==> src/rtl/ser_tx_arbiter.sv <==
// Round-robin arbiter sharing one opcode/addr SPI serializer among NREQ request queues.
// Latency: grant edge T -> ser_valid high during T+1; next grant no earlier than 1 cycle after ser_ready returns.
// Backpressure: req_ready only while idle and ser_ready=1; pending requests wait (never dropped) while busy.
//
// Ports:
//   clk, rst_n            fast system clock, asynchronous active-low reset
//   req_valid/req_ready   per-requester handshake; req_ready is one-hot or zero
//   req_opcode/req_addr   flattened per-requester payload (requester i at [i*W +: W])
//   ser_valid             one-cycle load pulse to the serializer
//   ser_opcode/ser_addr   payload latched at grant, held until the next grant
//   ser_ready             serializer ready_out (low while shifting)
//   busy                  high from grant until the shift-out has finished
//   grant_id              index of the last granted requester
//   err_timeout/err_clr   sticky stall flag and its clear
//
// Build option: define SER_ARB_TIMEOUT_EN to build the BUSY stall counter that
// drives err_timeout. Without it err_timeout is tied low and err_clr is ignored.
module ser_tx_arbiter #(
  parameter int NREQ        = 4,
  parameter int ADDRW       = 8,
  parameter int OPCODEW     = 2,
  parameter int TIMEOUT_CYC = 1024
) (
  input  logic                       clk,
  input  logic                       rst_n,
  input  logic [NREQ-1:0]            req_valid,
  output logic [NREQ-1:0]            req_ready,
  input  logic [NREQ*OPCODEW-1:0]    req_opcode,
  input  logic [NREQ*ADDRW-1:0]      req_addr,
  output logic                       ser_valid,
  output logic [OPCODEW-1:0]         ser_opcode,
  output logic [ADDRW-1:0]           ser_addr,
  input  logic                       ser_ready,
  output logic                       busy,
  output logic [$clog2(NREQ)-1:0]    grant_id,
  output logic                       err_timeout,
  input  logic                       err_clr
);

  localparam int IDW = $clog2(NREQ);

  typedef enum logic [1:0] {
    S_IDLE,
    S_ISSUE,
    S_WAIT_LO,
    S_BUSY
  } state_t;

  state_t             state_q, state_d;
  logic [IDW-1:0]     ptr_q, ptr_d;
  logic               ser_valid_q, ser_valid_d;
  logic [OPCODEW-1:0] ser_opcode_q, ser_opcode_d;
  logic [ADDRW-1:0]   ser_addr_q, ser_addr_d;
  logic               busy_q, busy_d;
  logic [IDW-1:0]     grant_id_q, grant_id_d;

  logic               win_found;
  logic [IDW-1:0]     win_idx;
  logic [IDW-1:0]     cand;
  logic               grant;
  logic [OPCODEW-1:0] sel_opcode;
  logic [ADDRW-1:0]   sel_addr;

  // Round-robin search starting at ptr; first valid requester wins.
  always_comb begin
    win_found = 1'b0;
    win_idx   = '0;
    cand      = '0;
    for (int k = 0; k < NREQ; k++) begin
      cand = IDW'((int'(ptr_q) + k) % NREQ);
      if (!win_found && req_valid[cand]) begin
        win_found = 1'b1;
        win_idx   = cand;
      end
    end
  end

  assign sel_opcode = req_opcode[win_idx*OPCODEW +: OPCODEW];
  assign sel_addr   = req_addr[win_idx*ADDRW +: ADDRW];

  // Handshake only when the serializer can take a load right away.
  assign grant = (state_q == S_IDLE) && ser_ready && win_found;

  // Gated by rst_n so nothing is accepted while reset is asserted.
  assign req_ready = (grant && rst_n) ? (NREQ'(1) << win_idx) : '0;

  always_comb begin
    state_d      = state_q;
    ptr_d        = ptr_q;
    ser_valid_d  = 1'b0;
    ser_opcode_d = ser_opcode_q;
    ser_addr_d   = ser_addr_q;
    busy_d       = busy_q;
    grant_id_d   = grant_id_q;
    case (state_q)
      S_IDLE: begin
        if (grant) begin
          ser_opcode_d = sel_opcode;
          ser_addr_d   = sel_addr;
          grant_id_d   = win_idx;
          busy_d       = 1'b1;
          ptr_d        = (win_idx == IDW'(NREQ - 1)) ? '0 : win_idx + 1'b1;
          ser_valid_d  = 1'b1;
          state_d      = S_ISSUE;
        end
      end
      S_ISSUE: begin
        state_d = S_WAIT_LO;
      end
      S_WAIT_LO: begin
        // Ready still high means the serializer did not take the load: re-pulse.
        if (ser_ready) begin
          ser_valid_d = 1'b1;
          state_d     = S_ISSUE;
        end else begin
          state_d = S_BUSY;
        end
      end
      S_BUSY: begin
        if (ser_ready) begin
          busy_d  = 1'b0;
          state_d = S_IDLE;
        end
      end
      default: begin
        state_d = S_IDLE;
      end
    endcase
  end

  always_ff @(posedge clk or negedge rst_n) begin
    if (!rst_n) begin
      state_q      <= S_IDLE;
      ptr_q        <= '0;
      ser_valid_q  <= 1'b0;
      ser_opcode_q <= '0;
      ser_addr_q   <= '0;
      busy_q       <= 1'b0;
      grant_id_q   <= '0;
    end else begin
      state_q      <= state_d;
      ptr_q        <= ptr_d;
      ser_valid_q  <= ser_valid_d;
      ser_opcode_q <= ser_opcode_d;
      ser_addr_q   <= ser_addr_d;
      busy_q       <= busy_d;
      grant_id_q   <= grant_id_d;
    end
  end

  assign ser_valid  = ser_valid_q;
  assign ser_opcode = ser_opcode_q;
  assign ser_addr   = ser_addr_q;
  assign busy       = busy_q;
  assign grant_id   = grant_id_q;

`ifdef SER_ARB_TIMEOUT_EN
  localparam logic [15:0] TMO_LIM = 16'(TIMEOUT_CYC);

  logic [15:0] tmo_cnt_q, tmo_cnt_d;
  logic        err_timeout_q, err_timeout_d;

  // Counter restarts on entry to BUSY, counts BUSY cycles and saturates at the limit.
  always_comb begin
    tmo_cnt_d     = tmo_cnt_q;
    err_timeout_d = err_timeout_q;
    if (state_q == S_WAIT_LO && !ser_ready) begin
      tmo_cnt_d = '0;
    end else if (state_q == S_BUSY && tmo_cnt_q != TMO_LIM) begin
      tmo_cnt_d = tmo_cnt_q + 16'd1;
      if (tmo_cnt_d == TMO_LIM) begin
        err_timeout_d = 1'b1;
      end
    end
    // Clear has priority over a set in the same cycle.
    if (err_clr) begin
      err_timeout_d = 1'b0;
    end
  end

  always_ff @(posedge clk or negedge rst_n) begin
    if (!rst_n) begin
      tmo_cnt_q     <= '0;
      err_timeout_q <= 1'b0;
    end else begin
      tmo_cnt_q     <= tmo_cnt_d;
      err_timeout_q <= err_timeout_d;
    end
  end

  assign err_timeout = err_timeout_q;
`else
  logic unused_cfg;
  assign unused_cfg  = err_clr ^ (TIMEOUT_CYC != 0);
  assign err_timeout = 1'b0;
`endif

endmodule

==> config.mk <==
export PLATFORM = sky130hd
export DESIGN_NAME = ser_tx_arbiter
export DESIGN_NICKNAME = d
export VERILOG_FILES = /design/src/rtl/ser_tx_arbiter.sv
export SDC_FILE = /design/constraint.sdc
export NUM_CORES = 1
export LEC_CHECK = 0
export BUFFER_PORTS_ARGS = -buffer_cell sky130_fd_sc_hd__buf_2
export CORE_UTILIZATION = 40
export CTS_CLUSTER_SIZE = 12
export DETAILED_ROUTE_END_ITERATION = 10
export PLACE_DENSITY = 0.76
export SETUP_SLACK_MARGIN = 0.4
export SLEW_MARGIN = 15
export SYNTH_ARGS = -nofsm -noshare
export SYNTH_HDL_FRONTEND = slang
export SYNTH_SLANG_ARGS = --single-unit
==> constraint.sdc <==
create_clock -name clk -period 1.8 [get_ports clk]
set_input_delay 0.09 -clock clk [delete_from_list [all_inputs] [get_ports clk]]
set_output_delay 0.09 -clock clk [all_outputs]
set_load 0.1 [all_outputs]
* Yosys cells after proc, flatten, opt, wreduce, memory -nomap -nowiden *
Index checks and enable logic that the tools add are counted.

operators by class
  bitwise gates (word level) = 0
  reduce and logical (&&, ||, !) cells = 14
  divide/modulo/power cells = 0
  shifts and indexed selects = 3
  add/subtract/negate cells = 4
  equality and inequality tests = 6
  magnitude comparators = 4
  multipliers = 0
  mux-type cells = 28

operators with widths
  operator             count
  $shiftx 32x6->8      1
  $mux 2               8
  $lt 2x3->1 const B   4
  $mux 1               12
  $bmux 1 s2           4
  $pmux 2 s4           1
  $shiftx 8x4->2       1
  $eq 2x2->1 const B   3
  $logic_and 1x1->1    6
  $add 2x1->2 const B  2
  $add 2x2->2 const B  2
  $mux 4               1
  $ne 2x2->1 const B   2
  $pmux 1 s2           2
  $reduce_and 2->1     2
  $shl 1x2->4 const A  1
  $logic_not 1->1      3
  $reduce_and 3->1     1
  $eq 2x1->1 const B   1
  $logic_not 2->1      1
  $reduce_bool 2->1    1

word-level totals
  bits in read-only memories = 0
  bits in latches = 0
  input port bits = 48
  output and inout bits = 19
  memories kept = 0
  word-level logic and storage cells = 66
  register bits = 18
  RAM bits = 0

* Longest topological paths before layout *
Gate-level depths: netlist of run 1.

  depth in word-level cells = 15
  depth in mapped cells = 8
  depth with buffers taken out = 7

* Worst setup path after synthesis of run 1 *
Ideal clock, no wire load.

  kind = flip-flop to output port
  start = reg ptr_q[1]
  end = out req_ready[3]
  stages on the path, launching flop included = 8
  required time = 1.710 ns
  path buffers = 1
  data arrival time = 2.194 ns
  path slack = -0.484 ns
  cells stage by stage = dfrtp_1 -> nor2b_1 -> a21o_1 -> a221o_1 -> buf_6 -> inv_1 -> ha_1 -> and3_1

between the ends
  elaborated cells between the ends (all ways) = 29
  those cells by class = 3 x add/sub; 1 x shift; 17 x mux; 8 x reduce/logical

RTL lines
  what                                                  RTL line  text
  start: declaration                                    50        logic [IDW-1:0] ptr_q, ptr_d;
  start signal: assignment                              142       ptr_q <= ptr_d;
  branches (longest 11 deep; another with $add 2x1->2)  -
  $mux 2 (*)                                            71        if (!win_found && req_valid[cand]) begin
  via win_idx[1]                                        58        logic [IDW-1:0] win_idx;
  $shl 1x2->4 (*)                                       85        assign req_ready = (grant && rst_n) ? (NREQ'(1) << win_idx) : '0;
  $mux 4 (*)                                            85
  end: declaration                                      27        output logic [NREQ-1:0] req_ready,

Mark *: on every way through the listed nets, which the timed path passes. The select of a mux whose other input is x is not followed.

* Final worst setup path of run 1 *
Ends and elaborated chain as after synthesis.

==> flow_summary.toml, run 1 <==
[yosys]
yosysMostFrequentCell = "nand2_1"
synth_common_cells = "nand2_1, dfrtp_1"
synth_xor_xnor_area_share_pct = 0
ys.flop_type = "dfrtp_1"
synth_cells = 142
synth_fa_ha_area_share_pct = 4.01
syn_area_per_cell_um2 = 8.78
yosysWarnings = 0
synth_top_area_share_pct = 36.1
ys_ff_latch = 18
synth-compound-area-share_pct = 25.7
synthMuxAreaShare_pct = 8.02
synth_edf_count = 0
syn-cell-area_um2 = 1250
yosys-top-cells-area = "dfrtp_1, mux2i_1, a211o_1"
synth.distinct_cells = 32
syn-num-nets = 194
yosysTopAreaCell = "dfrtp_1"
synthArstFlopShare_pct = 100
synth_top_family_by_area = "compound AO/OA/AOI/OAI gates"
yosysSeqAreaShare_pct = 36.1
yosys.area_share.simple_pct = 20.4

[placement]
place_area_um2 = 1780
place_congestion = 0.889
detailed_place_hpwl_um = 2740
dp_cells = 240
port_buffers = 64

[finish]
drive_gt1_share_pct = 46.0
fin_util_pct = 65.7
synthToLayoutAreaGrowth_pct = 50.3
fin_area_um2 = 1870
diodes = 0
multi_input_area_um2 = 838
seq_area_um2 = 450
fillers = 235
fin_nets = 269
final_cells = 246

[floorplanning]
die_area_um2 = 3350
pin_count = 67
die_x_um = 57.8
dieHeight_um = 57.8
start_util_pct = 43.7
row_count = 19
coreArea_um2 = 2850

[critical_path]
cp.arrival_ps = 1990
cp_slowest_stage_delay_ps = 430
r2r-start = "ptr_q[1]"
crit_slowest_cell = "dfrtp_1"
startpoint_type = "register"
rrSetupSlack_ps = -60
crit_chain = "nor2b_4 -> a21o_1 -> a221o_1 -> inv_4 -> ha_4 -> and3_4 -> buf_12"
critPathKind = "reg -> out"
r2r_end = "ser_addr[5]"
critPathMaxFanout = 4
r2r_cells = 7
crit_required_ps = 1710
endpoint_kind = "output pin"

[worst_hold_path]
min_path_cells = 2
min_path_type = "in -> reg"
min_to = "state_q[1]"
worstHoldStart = "ser_ready"

[routing]
vias_per_cell = 5.69
ant_nets = 0
vias = 1399
wirelength_um = 3550
first_pass_iters = 7
route.detailed.drc = 3
wl_per_cell_um = 14.4
drtIter0Drc = 56

[cts]
htreeDepth = 1
cts_sinks = 18
cts_made_buffers = 3
insertion_delay_ps = 290
ctsRootBufferMaster = "clkbuf_4"
tritoncts = "yes"
clk_pin_slew_ps = 100
clock_path_buffers = 2

[global_route]
grt_pass1_wl_um = 5910
grt_pass1_vias = 1331
grt_max_degree = 26
grt.overflow.total = 0
grt_usage_pct = 22.9
antenna_found_initial = 0

[timing]
slew_violations = 0
slew_headroom_pct = 66.7
period_minus_slack_ps = 2080
setup_viol = 12
setup_slack_ps = -276
finalCritPeriodShare_pct = 115
worst_slew_pin_slew_ps = 495
hold_violations = 0
finClkSkew_ps = 4.94
fmax_mhz = 482
grt_setup_unrepaired = "true"
tns_ps = -1290

[power_and_ir_drop]
leakagePower_nw = 0.920
p_per_area_nw_per_um2 = 1670
vdd_drop_max_mv = 0.957

[job]
maxCapViolations = 0

[outcome]
status = "finished, violations left"
violations = "DRC, setup timing"
[logic make-up after synthesis]
kind of cell,count (synthesis)
AO/OA/AOI/OAI,44
flip-flops,18
AND/OR/NAND/NOR,52
other,1
adder cells (fa/ha/maj),4
multiplexers,10
buffers and inverters,13
[through the flow]
step / total power, mW / worst slack (ps) / hold WS [ps]
after floorplan: 2.42 / -34.9 / -206
after global placement: 2.79 / 52.2 / -30.8
after detailed placement: 2.85 / -4.87 / -25.7
after CTS: 3.12 / -267 / 39.5
after global routing: 3.29 / -334 / 54.0
final: 3.12 / -276 / 46.2
[report_power, final]
group | internal [mW] | switching, mW
Clock | 0.0779 | 0.129
Combinational | 0.579 | 1.64
Sequential | 0.578 | 0.123
Total | 1.23 | 1.89
[flip-flops by register name, summed over array words and instances (netlist names)]
signal,cells
busy,1
grant_id,2
ser_valid,1
ser_addr,8
ptr_q,2
state_q,2
ser_opcode,2
[area by class of cell]
cell class	count	area share, %
Inverter	3	0.734
Multi-Input combinational cell	111	44.7
Timing Repair Buffer	80	27.2
Sequential cell	18	24.0
Clock buffer	3	1.20
Tap cell	31	2.07
[metal layers]
metal,wire length [µm],up-vias,GRT usage (%)
li1,-,681,-
met1,1480,638,29.7
met2,1780,72,40.4
met3,237,8,2.68
met4,48,0,6.12
met5,0,-,0
[timing repair]
item / CTS / global route
endpoints found under the setup margin: 17 / 17
endpoints found under the hold margin: 18 / 0
resized for setup: 6 / 3
pin swaps: 10 / 1
buffers inserted: 2 / 0
hold buffers: 1 / 0
[worst max path at each step]
| stage | from | end | depth (start not counted) | slack [ps] |
|---|---|---|---|---|
| final | ptr_q[1] | req_ready[3] | 7 | -280 |
| after global routing | ptr_q[1] | req_ready[3] | 7 | -330 |
| after CTS | ptr_q[1] | req_ready[3] | 7 | -270 |
| after detailed placement | ptr_q[1] | ser_addr[6] | 6 | -5 |
| after global placement | ptr_q[1] | ser_addr[3] | 6 | 50 |
| after floorplan | ptr_q[1] | req_ready[3] | 7 | -30 |
[critical path, delay by kind of cell, from the launching register on]
| family | cells | cell delay [ps] |
|---|---|---|
| buffers and inverters | 2 | 280 |
| DFF | 1 | 430 |
| AOI/OAI and AO/OA | 2 | 540 |
| adders and majority gates | 1 | 110 |
| and+or+nand+nor | 2 | 320 |
[layout by cell type, fill, tap and decap left out, types with 3 or more instances in the layout]
master     n
buf_2     60
nand2_1   18
dfrtp_1   18
buf_4     13
nor2_1    10
mux2i_1   10
nand4_1   10
o31ai_1   10
a211o_1   10
o211ai_1  10
and3_4     4
a21oi_1    4
buf_12     4
clkbuf_4   3
Note: power is estimated with default switching activity, not from simulation.
==> run 2: changes to the inputs <==
--- a/config.mk
+++ b/config.mk
@@ -9,6 +9,7 @@
 export CORE_UTILIZATION = 40
 export CTS_CLUSTER_SIZE = 12
 export DETAILED_ROUTE_END_ITERATION = 10
+export GPL_TIMING_DRIVEN = 0
 export PLACE_DENSITY = 0.76
 export SETUP_SLACK_MARGIN = 0.4
 export SLEW_MARGIN = 15
==> flow_summary.toml, run 2 (synthesized netlist as in run 1, its figures left out) <==
[global_route]
grt_pass1_wl_um = 6610
grt_use_met3_pct = 3.57
antenna_found_initial = 0
grtUsageMet2_pct = 48.1
grt_max_degree = 19
met1_usage_pct = 31.9
grt_pass1_vias = 1442
grt.busiest_layer = "met2"
grt_usage_pct = 25.8
grt.overflow.total = 0

[power_and_ir_drop]
seqPwrFrac_pct = 22.0
comb_power_share_pct = 69.9
p_per_area_nw_per_um2 = 1680
p_sw_mw = 1.94
power.internal_mw = 1.30
p_clk_share_pct = 8.1
p_sw_share_pct = 59.9
leakagePower_nw = 0.940
vdd_drop_max_mv = 0.849
power_mw = 3.23

[finish]
fillers = 234
layout_common_cells = "buf_2, dfrtp_1, nand2_1"
diodes = 0
synthToLayoutAreaGrowth_pct = 54.3
fin_util_pct = 67.5
largest_reg_flops = 8
multi_input_area_um2 = 850
seq_area_um2 = 450
drive_gt1_share_pct = 47.5
layout.cells.most_common = "buf_2"
fin_nets = 270

[routing]
vias_per_cell = 5.87
vias = 1456
wl_per_cell_um = 16.5
ant_nets = 0
drtIter0Drc = 45
first_pass_iters = 8
wirelength_um = 4090
route.detailed.drc = 3

[cts]
ctsRootBufferMaster = "clkbuf_4"
tritoncts = "yes"
clk_pin_slew_ps = 110
insertion_delay_ps = 300
cts_made_buffers = 3
htreeDepth = 1
cts_sinks = 18
clock_path_buffers = 2

[timing]
setup_viol = 14
setup_slack_ps = -361
finClkSkew_ps = 1.52
slew_violations = 0
fmax_mhz = 463
fin_hold_ws_ps = 44.5
grt_setup_unrepaired = "true"
hold_violations = 0
finalCritPeriodShare_pct = 120
worst_slew_pin_slew_ps = 876
period_minus_slack_ps = 2160
slew_headroom_pct = 41.4

[critical_path]
endpoint_kind = "output pin"
cp.arrival_ps = 2070
rrSetupSlack_ps = -40
r2r-start = "ptr_q[1]"
r2r_end = "ser_addr[5]"
critPathKind = "reg -> out"
r2r_cells = 5
startpoint = "ptr_q[1]"
crit_required_ps = 1710
crit_chain = "nor2b_4 -> a21o_1 -> a221o_1 -> buf_6 -> inv_6 -> ha_4 -> and3_4 -> buf_12"
startpoint_type = "register"
critPathMaxFanout = 5
crit_slowest_cell = "dfrtp_1"
cp_slowest_stage_delay_ps = 440
crit_family = "compound AO/OA/AOI/OAI gates"
critPathBufInv = 3

[worst_hold_path]
min_to = "state_q[1]"
min_path_cells = 2
worstHoldStart = "ser_ready"
min_path_type = "in -> reg"

[placement]
port_buffers = 64
place_congestion = 0.857
detailed_place_hpwl_um = 2840

[floorplanning]
start_util_pct = 43.7
die_area_um2 = 3350
dieHeight_um = 57.8
pin_count = 67
coreArea_um2 = 2850
die_x_um = 57.8
row_count = 19

[job]
maxCapViolations = 0

[outcome]
violations = "DRC, setup timing"
status = "finished, violations left"
-- run 2: cell types whose count changed in the layout (fill, tap and decap cells not counted), sizes merged --
cell | before | now
clkbuf | 3 | 6
buf | 79 | 78
-- run 2: final cells by class --
| class | instances | share of cell area, % |
|---|---|---|
| clock buffer | 4 | 1.89 |
| tap | 31 | 2.02 |
| buffer | 10 | 5.07 |
| multi-input combinational | 111 | 44.1 |
| inverter | 3 | 0.845 |
| sequential | 18 | 23.4 |
| timing repair buffer | 71 | 22.6 |
-- run 2: repair_timing --
action                                 CTS  global route
pin swaps                                2             3
hold buffers                             1             0
endpoints found under the hold margin   18             0
setup endpoints to repair               17            18
buffers inserted                         6             0
gates resized for setup                 21             9
cloned                                   0             0
-- run 2: power groups by stage --
stage                     combinational (mW)  clock (mW)  sequential, mW
after detailed placement                2.09           0           0.710
after global placement                  2.04           0           0.697
after CTS                               2.21       0.260           0.697
after floorplan                        0.730           0            1.69
after global routing                    2.38       0.279           0.731
final                                   2.26       0.262           0.713
-- run 2: metal layers --
metal	vias to the layer above	share of wire (%)
met2	87	53
met1	682	39
li1	681	-
met5	-	0
met4	0	1.2
met3	6	6.2
-- run 2: how the worst max path moves through the flow --
stage	endpoint	slack (ps)	cells past startpoint
final	req_ready[2]	-360	8
after CTS	req_ready[3]	-320	8
after global placement	req_ready[3]	-320	8
after global routing	req_ready[2]	-390	8
after floorplan	req_ready[3]	-30	7
after detailed placement	req_ready[3]	-350	8
-- run 2: per-stage QoR --
stage          TNS (ps)  cell area, µm²  cells  worst slack [ps]
3_3_place_gp      -1040            1710    237              -320
4_1_cts           -1250            1890    248              -324
5_1_grt           -2610            1920    248              -395
2_1_floorplan     -68.9            1360    142             -34.9
3_5_place_dp      -1220            1710    237              -354
6_report          -1520            1920    248              -361
